===== config.mk =====
export PLATFORM = sky130hd
export DESIGN_NAME = nem_ohmux_seq_ctrl
export DESIGN_NICKNAME = d
export VERILOG_FILES = /design/src/rtl/nem_ohmux_seq_ctrl.sv
export SDC_FILE = /design/constraint.sdc
export NUM_CORES = 1
export LEC_CHECK = 0
export ABC_AREA = 1
export BUFFER_PORTS_ARGS = -buffer_cell sky130_fd_sc_hd__buf_2
export CAP_MARGIN = 5
export CORE_AREA = 2 2 64 66
export DETAILED_ROUTE_END_ITERATION = 6
export DIE_AREA = 0 0 66 68
export GPL_ROUTABILITY_DRIVEN = 0
export HOLD_SLACK_MARGIN = 0.1
export PLACE_DENSITY = 0.73
export SYNTH_ARGS = -nofsm -noshare
export SYNTH_HDL_FRONTEND = slang
export SYNTH_SLANG_ARGS = --single-unit

===== constraint.sdc =====
create_clock -name CP -period 4.4 [get_ports CP]
set_input_delay 0.44 -clock CP [delete_from_list [all_inputs] [get_ports CP]]
set_output_delay 0.44 -clock CP [all_outputs]
set_load 0.02 [all_outputs]

===== src/rtl/nem_ohmux_seq_ctrl.sv =====
// nem_ohmux_seq_ctrl
// Sequenced one-hot NEM relay select controller with an inverting NOR data path.
// Relay changes are break-before-make: the old relay is released and T_OPEN
// cycles elapse before the new relay is driven, then T_CLOSE cycles elapse
// before ZN is flagged valid.
// Optional build macro NEM_OHMUX_HOLD_EN: adds a hold register so that ZN shows
// the last settled value while a relay change is in flight.
module nem_ohmux_seq_ctrl #(
    parameter int NIN     = 4,
    parameter int WIDTH   = 8,
    parameter int T_OPEN  = 3,
    parameter int T_CLOSE = 5
) (
    input  logic                       CP,
    input  logic                       CDN,
    input  logic                       REQ_VLD,
    input  logic [$clog2(NIN):0]       REQ_SEL,
    output logic                       REQ_RDY,
    input  logic [NIN*WIDTH-1:0]       I,
    output logic [NIN-1:0]             S,
    output logic [WIDTH-1:0]           ZN,
    output logic                       ZN_VLD,
    output logic [$clog2(NIN)-1:0]     CUR_SEL,
    output logic                       ERR
);

    localparam int SW   = $clog2(NIN);
    localparam int SELW = SW + 1;
    localparam int TMAX = (T_OPEN > T_CLOSE) ? T_OPEN : T_CLOSE;
    localparam int CW   = $clog2(TMAX + 1);

    localparam logic [CW-1:0]   OPEN_LOAD  = CW'(T_OPEN - 1);
    localparam logic [CW-1:0]   CLOSE_LOAD = CW'(T_CLOSE - 1);
    localparam logic [SELW-1:0] NIN_SEL    = SELW'(NIN);

    typedef enum logic [1:0] {
        ST_IDLE  = 2'd0,
        ST_BREAK = 2'd1,
        ST_MAKE  = 2'd2,
        ST_ON    = 2'd3
    } state_t;

    state_t            state_r;
    logic [CW-1:0]     cnt_r;
    logic [SELW-1:0]   pend_r;
    logic              req_in_range_s;
    logic              pend_in_range_s;
    logic              accept_s;
    logic [WIDTH-1:0]  zn_or_s;
    logic [WIDTH-1:0]  zn_live_s;

    // One-hot gate pattern for an in-range index; all zero otherwise
    function automatic logic [NIN-1:0] onehot(input logic [SELW-1:0] idx);
        logic [NIN-1:0] oh;
        oh = {NIN{1'b0}};
        for (int k = 0; k < NIN; k++) begin
            if (idx == SELW'(k)) begin
                oh[k] = 1'b1;
            end else begin
                oh[k] = 1'b0;
            end
        end
        return oh;
    endfunction

    assign req_in_range_s  = (REQ_SEL < NIN_SEL);
    assign pend_in_range_s = (pend_r < NIN_SEL);
    assign accept_s        = REQ_VLD & REQ_RDY;

    // Relay sequencing FSM; every output it drives is registered
    always_ff @(posedge CP or negedge CDN) begin
        if (!CDN) begin
            state_r <= ST_IDLE;
            cnt_r   <= {CW{1'b0}};
            pend_r  <= {SELW{1'b0}};
            S       <= {NIN{1'b0}};
            ZN_VLD  <= 1'b0;
            CUR_SEL <= {SW{1'b0}};
            ERR     <= 1'b0;
            REQ_RDY <= 1'b1;
        end else begin
            ERR <= 1'b0;
            case (state_r)
                ST_IDLE: begin
                    if (accept_s) begin
                        if (req_in_range_s) begin
                            state_r <= ST_MAKE;
                            S       <= onehot(REQ_SEL);
                            CUR_SEL <= REQ_SEL[SW-1:0];
                            cnt_r   <= CLOSE_LOAD;
                            REQ_RDY <= 1'b0;
                        end else begin
                            ERR <= 1'b1;
                        end
                    end
                end
                ST_ON: begin
                    // Re-selecting the connected input is a no-op
                    if (accept_s && (REQ_SEL != {1'b0, CUR_SEL})) begin
                        state_r <= ST_BREAK;
                        S       <= {NIN{1'b0}};
                        ZN_VLD  <= 1'b0;
                        cnt_r   <= OPEN_LOAD;
                        pend_r  <= REQ_SEL;
                        REQ_RDY <= 1'b0;
                        ERR     <= ~req_in_range_s;
                    end
                end
                ST_BREAK: begin
                    if (cnt_r == {CW{1'b0}}) begin
                        if (pend_in_range_s) begin
                            state_r <= ST_MAKE;
                            S       <= onehot(pend_r);
                            CUR_SEL <= pend_r[SW-1:0];
                            cnt_r   <= CLOSE_LOAD;
                        end else begin
                            state_r <= ST_IDLE;
                            REQ_RDY <= 1'b1;
                        end
                    end else begin
                        cnt_r <= cnt_r - CW'(1);
                    end
                end
                ST_MAKE: begin
                    if (cnt_r == {CW{1'b0}}) begin
                        state_r <= ST_ON;
                        ZN_VLD  <= 1'b1;
                        REQ_RDY <= 1'b1;
                    end else begin
                        cnt_r <= cnt_r - CW'(1);
                    end
                end
                default: begin
                    state_r <= ST_IDLE;
                    S       <= {NIN{1'b0}};
                    ZN_VLD  <= 1'b0;
                    REQ_RDY <= 1'b1;
                end
            endcase
        end
    end

    // Live inverting NOR of the gated inputs; all ones with every relay open
    always_comb begin
        zn_or_s = {WIDTH{1'b0}};
        for (int k = 0; k < NIN; k++) begin
            zn_or_s = zn_or_s | (I[k*WIDTH +: WIDTH] & {WIDTH{S[k]}});
        end
        zn_live_s = ~zn_or_s;
    end

`ifdef NEM_OHMUX_HOLD_EN
    logic [WIDTH-1:0] hold_r;

    // Track the settled output so it can be presented while relays move
    always_ff @(posedge CP or negedge CDN) begin
        if (!CDN) begin
            hold_r <= {WIDTH{1'b1}};
        end else if (ZN_VLD) begin
            hold_r <= zn_live_s;
        end else begin
            hold_r <= hold_r;
        end
    end

    // Show the held value during BREAK/MAKE, the live NOR otherwise
    always_comb begin
        if ((state_r == ST_BREAK) || (state_r == ST_MAKE)) begin
            ZN = hold_r;
        end else begin
            ZN = zn_live_s;
        end
    end
`else
    assign ZN = zn_live_s;
`endif

endmodule


==> results.cfg, run 1 <==
[place]
post-place-cells = 274
place_area_sq_mm = 0.001583
post-place-ws_ps = 2618
io_buffers = 54
hpwl_microns = 2504

[grt]
antenna_found_initial = 0
overflow = 0
grt_max_degree = 18
grt_pass1_vias = 1228
grt_pass1_wl_microns = 5133
grt_use_total = 0.1478

[synth]
synth_top_family_by_area = simple AND/OR/NAND/NOR gates
ys.flop_type = dfrtp_1
ys_seq_area_frac = 0.3301
synth.top_cell.area_share = 0.3098
synth_enable_flop_cells = 0
synth_compound_area_frac = 0.1926
yosysUniqueCellTypes = 29
synthMuxAreaShare = 0
synth.net_count = 222
async_reset_ff_frac = 1.000
synth_largest_area_cell = dfrtp_1
ys_top_cells_by_count = nand2_1, inv_1, dfrtp_1
synth_seq_cells = 17
synth-simple-area-share = 0.2943
synth_area_sq_mm = 0.001292
synth.avg_cell_area_sq_um = 7.302
yosys_warnings = 0
synthAdderAreaFrac = 0.06776
synth_most_common_cell = nand2_1
synth-xor-area-share = 0.006776
syn-instance-count = 177
synth_area_leaders = dfrtp_1, nand2_1, ha_1

[layout]
fin_nets = 274
final_cell_area_sq_mm = 0.001628
diodes = 0
drive_above_1_share = 0.3246
stdcell_count = 278
utilization = 0.4221
nFillCells = 396
area_growth_pct = 25.94

[floorplan]
core_sq_mm = 0.003856
die_w_microns = 66
dieArea_sq_mm = 0.004488
pin_count = 55
start_util = 0.3352
die_y_microns = 68
placementRows = 23

[cts]
post_cts_buffers = 0
insertion_delay_ps = 250
htreeDepth = 1
cts.hold.buffers_added = 0
cts_tree = built
cts_made_buffers = 3
cts_sinks = 17
clock_path_buffers = 2
cts_root_buf = clkbuf_8
path_clk_slew_ps = 70
cts.repair.resized = 0

[drt]
vias = 1356
drt-initial-drc-count = 22
ant_nets = 0
vias_per_cell = 4.878
avgRoutedWirePerCell_microns = 11.22
route.detailed.drc = 0
first_pass_iters = 4
drt_wl_total_microns = 3120

[timing]
final_hold_viol_count = 0
fmax_ghz = 0.5307
worst_slew_pin_slew_ps = 553.4
rsz0062_at_grt = false
setup_viol = 0
finalCritPeriodShare = 0.4283
slew_viol_final = 0
fin_ws_ps = 2516
clock_skew_ps = 0.8645
relSlewSlack = 0.6310
tns_ps = 0
hold_ws_ps = 104.1
period_needed_ps = 1884

[critical_path]
worstPathArrival_ps = 1440
cpPeakStageDelay_ps = 490
cp_max_fo = 10
critPathSlowestCell = dfrtp_1
endpoint_kind = output pin
r2r_start = state_r[1]
r2r_end = S[1]
criticalPathCategory = register to output pin
worstRegToRegCells = 8
reg2reg_slack_ps = 2590
cp_data_required_time_ps = 3960
crit_chain = a22o_1 -> a221oi_1 -> buf_2
crit_path_start_kind = register

[power_and_ir_drop]
power_frac_clock = 0.392
p_seq_frac = 0.517
p_leak_nw = 0.8369
combinationalPowerShare = 0.090
power.internal_uw = 234.4
p_switching_uw = 67.73
ir_worst_vdd_mv = 0.09396
swShare = 0.2242
finalPower_uw = 302.1
powerDensity_mw_per_mm2 = 185.6

[job]
maxCapViolations = 0

[run_status]
status = finished clean

[hold_path]
worstHoldPathType = input port to asynchronous set/reset pin
==> registers in the layout (all words and copies together), names as in the netlist <==
register / flops
CUR_SEL: 2
ERR: 1
REQ_RDY: 1
S: 4
ZN_VLD: 1
cnt_r: 3
pend_r: 3
state_r: 2
==> power groups by stage <==
stage | clock network (mW) | logic, mW | registers (mW)
2_1_floorplan | 0 | 0.00618 | 0.159
3_3_place_gp | 0 | 0.0274 | 0.159
3_5_place_dp | 0 | 0.0278 | 0.159
4_1_cts | 0.126 | 0.0279 | 0.156
5_1_grt | 0.131 | 0.0310 | 0.156
6_report | 0.118 | 0.0273 | 0.156
==> cells in the final DEF (no fill, tap or decap) <==
cell type,count
nand2_1,48
a221oi_1,8
inv_1,20
nand4_1,10
and3_1,1
o21ai_1,9
xnor2_1,1
nand3_2,1
o21ai_2,1
a21oi_1,4
ha_1,7
dfrtp_1,16
nand3_1,6
o2111ai_1,1
inv_2,6
clkbuf_8,3
nor2_1,10
nor2_2,2
o21ai_0,2
nor3_1,1
dfstp_2,1
a21oi_2,1
nand2_4,1
clkbuf_1,1
buf_2,54
a22o_1,8
o211ai_1,1
nand2_2,4
==> worst max-delay path: cells and delay by family (launching register included) <==
family,cells,cell delay (ps)
buf+inv,1,220
compound gates,2,490
flops,1,490
==> per-layer routing <==
metal,global-route usage,vias up,share of wire
li1,-,701,-
met1,0.1667,588,0.43
met2,0.2765,60,0.46
met3,0.02796,7,0.097
met4,0.05612,0,0.016
met5,0,-,0
==> worst max-delay path by stage <==
stage	startpoint	to	slack, ps	depth (start not counted)
5_1_grt	state_r[1]	state_r[1]	2370	8
4_1_cts	S[0]	ZN[0]	2470	3
3_3_place_gp	state_r[1]	S[2]	2660	8
3_5_place_dp	state_r[1]	S[1]	2620	8
2_1_floorplan	S[0]	ZN[0]	2550	3
6_report	S[0]	ZN[0]	2520	3
==> kinds of logic (layout without fill, tap and decap cells) <==
logic type	count (synthesis)	count (layout)
and+or+nand+nor	84	84
AOI/OAI and AO/OA	35	35
buffers and inverters	33	84
DFF	17	17
adders and majority gates	7	7
xor gates and xnor gates	1	1
==> area by class of cell <==
type	instances	area, sq um	area share
multi-input combinational	127	725.7	0.4458
sequential	17	426.7	0.2621
timing repair buffer	54	270.3	0.1660
inverter	26	97.59	0.05995
tap	50	62.56	0.03843
clock buffer	4	45.04	0.02767
Note: power is estimated with default switching activity, not from simulation.
==> run 2, diff against run 1 <==
--- a/config.mk
+++ b/config.mk
@@ -13,7 +13,7 @@
 export DIE_AREA = 0 0 66 68
 export GPL_ROUTABILITY_DRIVEN = 0
 export HOLD_SLACK_MARGIN = 0.1
-export PLACE_DENSITY = 0.73
+export PLACE_DENSITY = 0.75
 export SYNTH_ARGS = -nofsm -noshare
 export SYNTH_HDL_FRONTEND = slang
 export SYNTH_SLANG_ARGS = --single-unit
==> constraint.sdc (replaced) <==
create_clock -name CP -period 1.7 [get_ports CP]
set_input_delay 0.17 -clock CP [delete_from_list [all_inputs] [get_ports CP]]
set_output_delay 0.17 -clock CP [all_outputs]
set_load 0.02 [all_outputs]
==> run 2 against run 1 <==
  * Global-route usage fell by 0.11 points
  * Critical endpoint is now ZN[6]
  * Clock skew is 1.0 ps higher
  * Non-clock buffer count grew 6
  * First-iteration DRC count up 59%
  * Combinational power grew to 2.7 times the previous value
  * Wire length grew 2.0%
  * Worst setup slack worse by 2400 ps
  * Sequential power rose to 2.6 times the previous value
  * Clock power increased to 2.6 times the previous value
  * Worst hold slack better by 64 ps
  * Register-to-register slack got worse by 2400 ps
==> results.cfg, run 2 (same netlist as run 1, synthesis figures left out) <==
[critical_path]
cp_max_fo = 10
crit_chain = a22o_1 -> a221oi_1 -> buf_2
critPathSlowestCell = dfrtp_1
r2r_start = REQ_RDY
cpPeakStageDelay_ps = 490
path_buf_inv = 1
crit_path_start_kind = register
criticalPathCategory = register to output pin
critPathTopFamily = flip-flops
endpoint_kind = output pin
worstPathArrival_ps = 1410
cp_data_required_time_ps = 1530
worstSetupStartpoint = S[3]

[place]
post-place-ws_ps = 34.31
io_buffers = 54
post-place-cells = 277
hpwl_microns = 2518
place_area_sq_mm = 0.001605

[timing]
relSlewSlack = 0.7410
final_hold_viol_count = 0
slew_viol_final = 0
tns_ps = 0
fmax_ghz = 0.6314
hold_ws_ps = 168.0
period_needed_ps = 1584
rsz0062_at_grt = false
worst_slew_pin_slew_ps = 388.5
setup_viol = 0
finalCritPeriodShare = 0.9317
clock_skew_ps = 1.875
fin_ws_ps = 116.1

[floorplan]
die_y_microns = 68
pin_count = 55
die_w_microns = 66
placementRows = 23
dieArea_sq_mm = 0.004488
start_util = 0.3352
core_sq_mm = 0.003856

[drt]
vias = 1362
avgRoutedWirePerCell_microns = 11.21
route.detailed.drc = 0
ant_nets = 0
first_pass_iters = 4
vias_per_cell = 4.796
drt_wl_total_microns = 3183
drt-initial-drc-count = 35

[grt]
grt_pass1_wl_microns = 5023
grt_max_degree = 18
antenna_found_initial = 0
grt_use_total = 0.1466
grt_pass1_vias = 1212
overflow = 0

[cts]
cts_sinks = 17
htreeDepth = 1
path_clk_slew_ps = 70
insertion_delay_ps = 250
cts_tree = built
cts_made_buffers = 3
cts_root_buf = clkbuf_8
clock_path_buffers = 2

[layout]
final_common_cell = buf_2
final_cell_area_sq_mm = 0.001697
regMostFlops = S
utilization = 0.4400
diodes = 0
drive_above_1_share = 0.3547
area_growth_pct = 31.27
largest_reg_flops = 4
nFillCells = 391
layout_top_registers = S (4), cnt_r (3), pend_r (3)
final_cell_mix = buf_2, nand2_1, inv_1
stdcell_count = 284
fin_nets = 280

[power_and_ir_drop]
powerDensity_mw_per_mm2 = 463.3
p_leak_nw = 0.8650
finalPower_uw = 786.0
ir_worst_vdd_mv = 0.1993

[hold_path]
worstHoldPathType = input port to register
hold_start = REQ_SEL[1]

[job]
maxCapViolations = 0

[run_status]
status = finished clean
run 2: worst paths after layout:
path	end	slack, ps	cells after the start
setup / recovery	ZN[6]	120	3
hold / removal	pend_r[1]	170	3
setup reg to reg	state_r[0]	150	6
hold reg to reg	REQ_RDY	470	2
max in group asynchronous	REQ_RDY	1020	2
min in group asynchronous	S[3]	360	2
run 2: cell type report:
cell class	instances	area, sq um	area share
clock buffer	4	45.04	0.02655
tap	50	62.56	0.03687
timing repair buffer	60	317.8	0.1873
inverter	26	97.59	0.05752
sequential	17	429.2	0.2529
multi-input combinational	127	744.5	0.4388
run 2: power by group:
group	internal, mW	leakage, nW	total (mW)	switching (mW)
Combinational	0.0373	0.627	0.0732	0.0358
Sequential	0.405	0.215	0.405	0
Clock	0.167	0.0228	0.308	0.142
run 2: worst register-to-register path, delay by kind of cell, from the launching register on:
| kind | cells | cell delay, ps |
|---|---|---|
| AO/OA/AOI/OAI | 1 | 350 |
| buffers and inverters | 1 | 220 |
| flip-flops | 1 | 540 |
| AND/OR/NAND/NOR | 4 | 340 |
run 2: repair_timing:
| action | in CTS | in global routing |
|---|---|---|
| pin swaps | 0 | 0 |
| hold buffers | 1 | 0 |
| resized for setup | 1 | 4 |
| setup buffers | 0 | 2 |
| setup endpoints to repair | 2 | 8 |
| endpoints found under the hold margin | 16 | 0 |
run 2: layer usage:
layer / routed length [microns] / track usage / part of all wire
met1: 1322 / 0.1573 / 0.42
met2: 1507 / 0.2803 / 0.47
met3: 297 / 0.02467 / 0.093
met4: 55 / 0.06888 / 0.017
met5: 0 / 0 / 0
==> run 3, diff against run 2 <==
--- a/config.mk
+++ b/config.mk
@@ -8,9 +8,9 @@
 export ABC_AREA = 1
 export BUFFER_PORTS_ARGS = -buffer_cell sky130_fd_sc_hd__buf_2
 export CAP_MARGIN = 5
-export CORE_AREA = 2 2 64 66
+export CORE_AREA = 5 5 67 69
 export DETAILED_ROUTE_END_ITERATION = 6
-export DIE_AREA = 0 0 66 68
+export DIE_AREA = 0 0 72 74
 export GPL_ROUTABILITY_DRIVEN = 0
 export HOLD_SLACK_MARGIN = 0.1
 export PLACE_DENSITY = 0.75
==> run 3 against run 2 <==
  * Power up 0.97%
  * Maximum frequency is 0.28% lower
  * Largest power group unchanged
  * Clock skew is 2.7 ps higher
  * Sequential power about the same
  * First-iteration DRC count increased by 29%
  * Design area up 0.44%
  * Die area is 19% higher
  * Register-to-register slack barely moved
==> results.cfg, run 3 (same netlist as run 1, synthesis figures left out) <==
[cts]
cts_made_buffers = 3
insertion_delay_ps = 260
path_clk_slew_ps = 70
clock_path_buffers = 2
cts_tree = built
cts_sinks = 17
htreeDepth = 1
cts_root_buf = clkbuf_8

[critical_path]
cp_max_fo = 10
critPathTopFamily = flip-flops
crit_path_start_kind = register
critPathSlowestCell = dfrtp_1
cp_data_required_time_ps = 1530
worstPathArrival_ps = 1420
reg2reg_slack_ps = 150
crit_chain = a22o_1 -> a221oi_1 -> buf_2
cpPeakStageDelay_ps = 500
criticalPathCategory = register to output pin
path_buf_inv = 1
endpoint_kind = output pin

[timing]
rsz0062_at_grt = false
clock_skew_ps = 4.584
period_needed_ps = 1588
finalCritPeriodShare = 0.9343
tns_ps = 0
slew_viol_final = 0
worst_slew_pin_slew_ps = 401.6
fmax_ghz = 0.6296
setup_viol = 0
relSlewSlack = 0.7323
final_hold_viol_count = 0

[power_and_ir_drop]
p_seq_frac = 0.510
combinationalPowerShare = 0.094
ir_worst_vdd_mv = 0.3087
power_frac_clock = 0.397
power.internal_uw = 605.1
p_leak_nw = 0.8632
swShare = 0.2376
p_switching_uw = 188.6
powerDensity_mw_per_mm2 = 465.7
finalPower_uw = 793.7

[drt]
vias_per_cell = 4.926
ant_nets = 0
route.detailed.drc = 0
drt_wl_total_microns = 3506
avgRoutedWirePerCell_microns = 12.39
drt-initial-drc-count = 45
first_pass_iters = 4
vias = 1394

[layout]
nFillCells = 395
diodes = 0
layout_top_registers = S (4), cnt_r (3), pend_r (3)
regMostFlops = S
final_cell_mix = buf_2, nand2_1, inv_1
drive_above_1_share = 0.3562
fin_nets = 279
area_growth_pct = 31.85
largest_reg_flops = 4
final_common_cell = buf_2

[floorplan]
die_w_microns = 72
core_sq_mm = 0.003856
placementRows = 23
pin_count = 55
dieArea_sq_mm = 0.005328
die_y_microns = 74
start_util = 0.3352

[hold_path]
worstHoldPathType = input port to register

[job]
maxCapViolations = 0

[grt]
grt_use_total = 0.1376
grt_pass1_wl_microns = 5789
grt_pass1_vias = 1360
grt_max_degree = 18
overflow = 0
antenna_found_initial = 0

[place]
io_buffers = 54
hpwl_microns = 2743

[run_status]
status = finished clean
-- run 3: cell types whose count changed in the layout (fill, tap and decap cells not counted), sizes merged --
cell    change
buf         -1
clkbuf      -1
clkinv      +1
-- run 3: metal layers --
metal	routed length, microns	track usage
met1	1455	0.1546
met3	446	0.04189
met5	0	0
met2	1539	0.2398
met4	65	0.06472
-- run 3: path summary, 6_finish.rpt --
check / depth (start not counted) / endpoint / startpoint
worst min-delay path: 3 / pend_r[1] / REQ_SEL[1]
worst min register to register: 2 / REQ_RDY / REQ_RDY
worst max-delay path: 3 / ZN[6] / S[3]
max in group asynchronous: 2 / REQ_RDY / CDN
min in group asynchronous: 2 / ERR / CDN
worst max register to register: 7 / CUR_SEL[1] / state_r[1]
-- run 3: cell type report --
class,instances,area (sq um),area share
Multi-Input combinational cell,127,753.2,0.4420
Sequential cell,17,430.4,0.2526
Timing Repair Buffer,59,314.1,0.1843
Inverter,26,97.59,0.05727
Tap cell,50,62.56,0.03671
Clock buffer,3,41.29,0.02423
Clock inverter,1,5.005,0.002937
-- run 3: what timing repair did --
item	in CTS	in global routing
hold buffers	1	0
hold endpoints to repair	16	0
gates resized for setup	0	8
buffers inserted	0	1
endpoints found under the setup margin	0	13
-- run 3: metrics by stage --
stage | hold WS (ps) | std cells | instance area [sq um] | setup slack [ps] | util
floorplan | -125.6 | 177 | 1292 | 116.0 | -
global placement | 116.6 | 277 | 1605 | 85.17 | 0.4163
detailed placement | 124.2 | 277 | 1605 | 38.81 | 0.4163
CTS | 166.2 | 282 | 1662 | 19.79 | 0.4309
global route | 182.3 | 283 | 1704 | 21.96 | 0.4419
finish | 171.9 | 283 | 1704 | 111.6 | 0.4419
-- run 3: worst min-delay path, cell delays in order --
cell,delay (ps)
buf_2,110
nand2_1,50
o21ai_1,70
-- run 3: power groups by stage --
stage | logic (mW) | clock network, mW | registers (mW)
6_report | 0.0744 | 0.315 | 0.404
5_1_grt | 0.0839 | 0.347 | 0.404
4_1_cts | 0.0750 | 0.334 | 0.404
3_5_place_dp | 0.0731 | 0 | 0.412
3_3_place_gp | 0.0717 | 0 | 0.412
2_1_floorplan | 0.0160 | 0 | 0.412
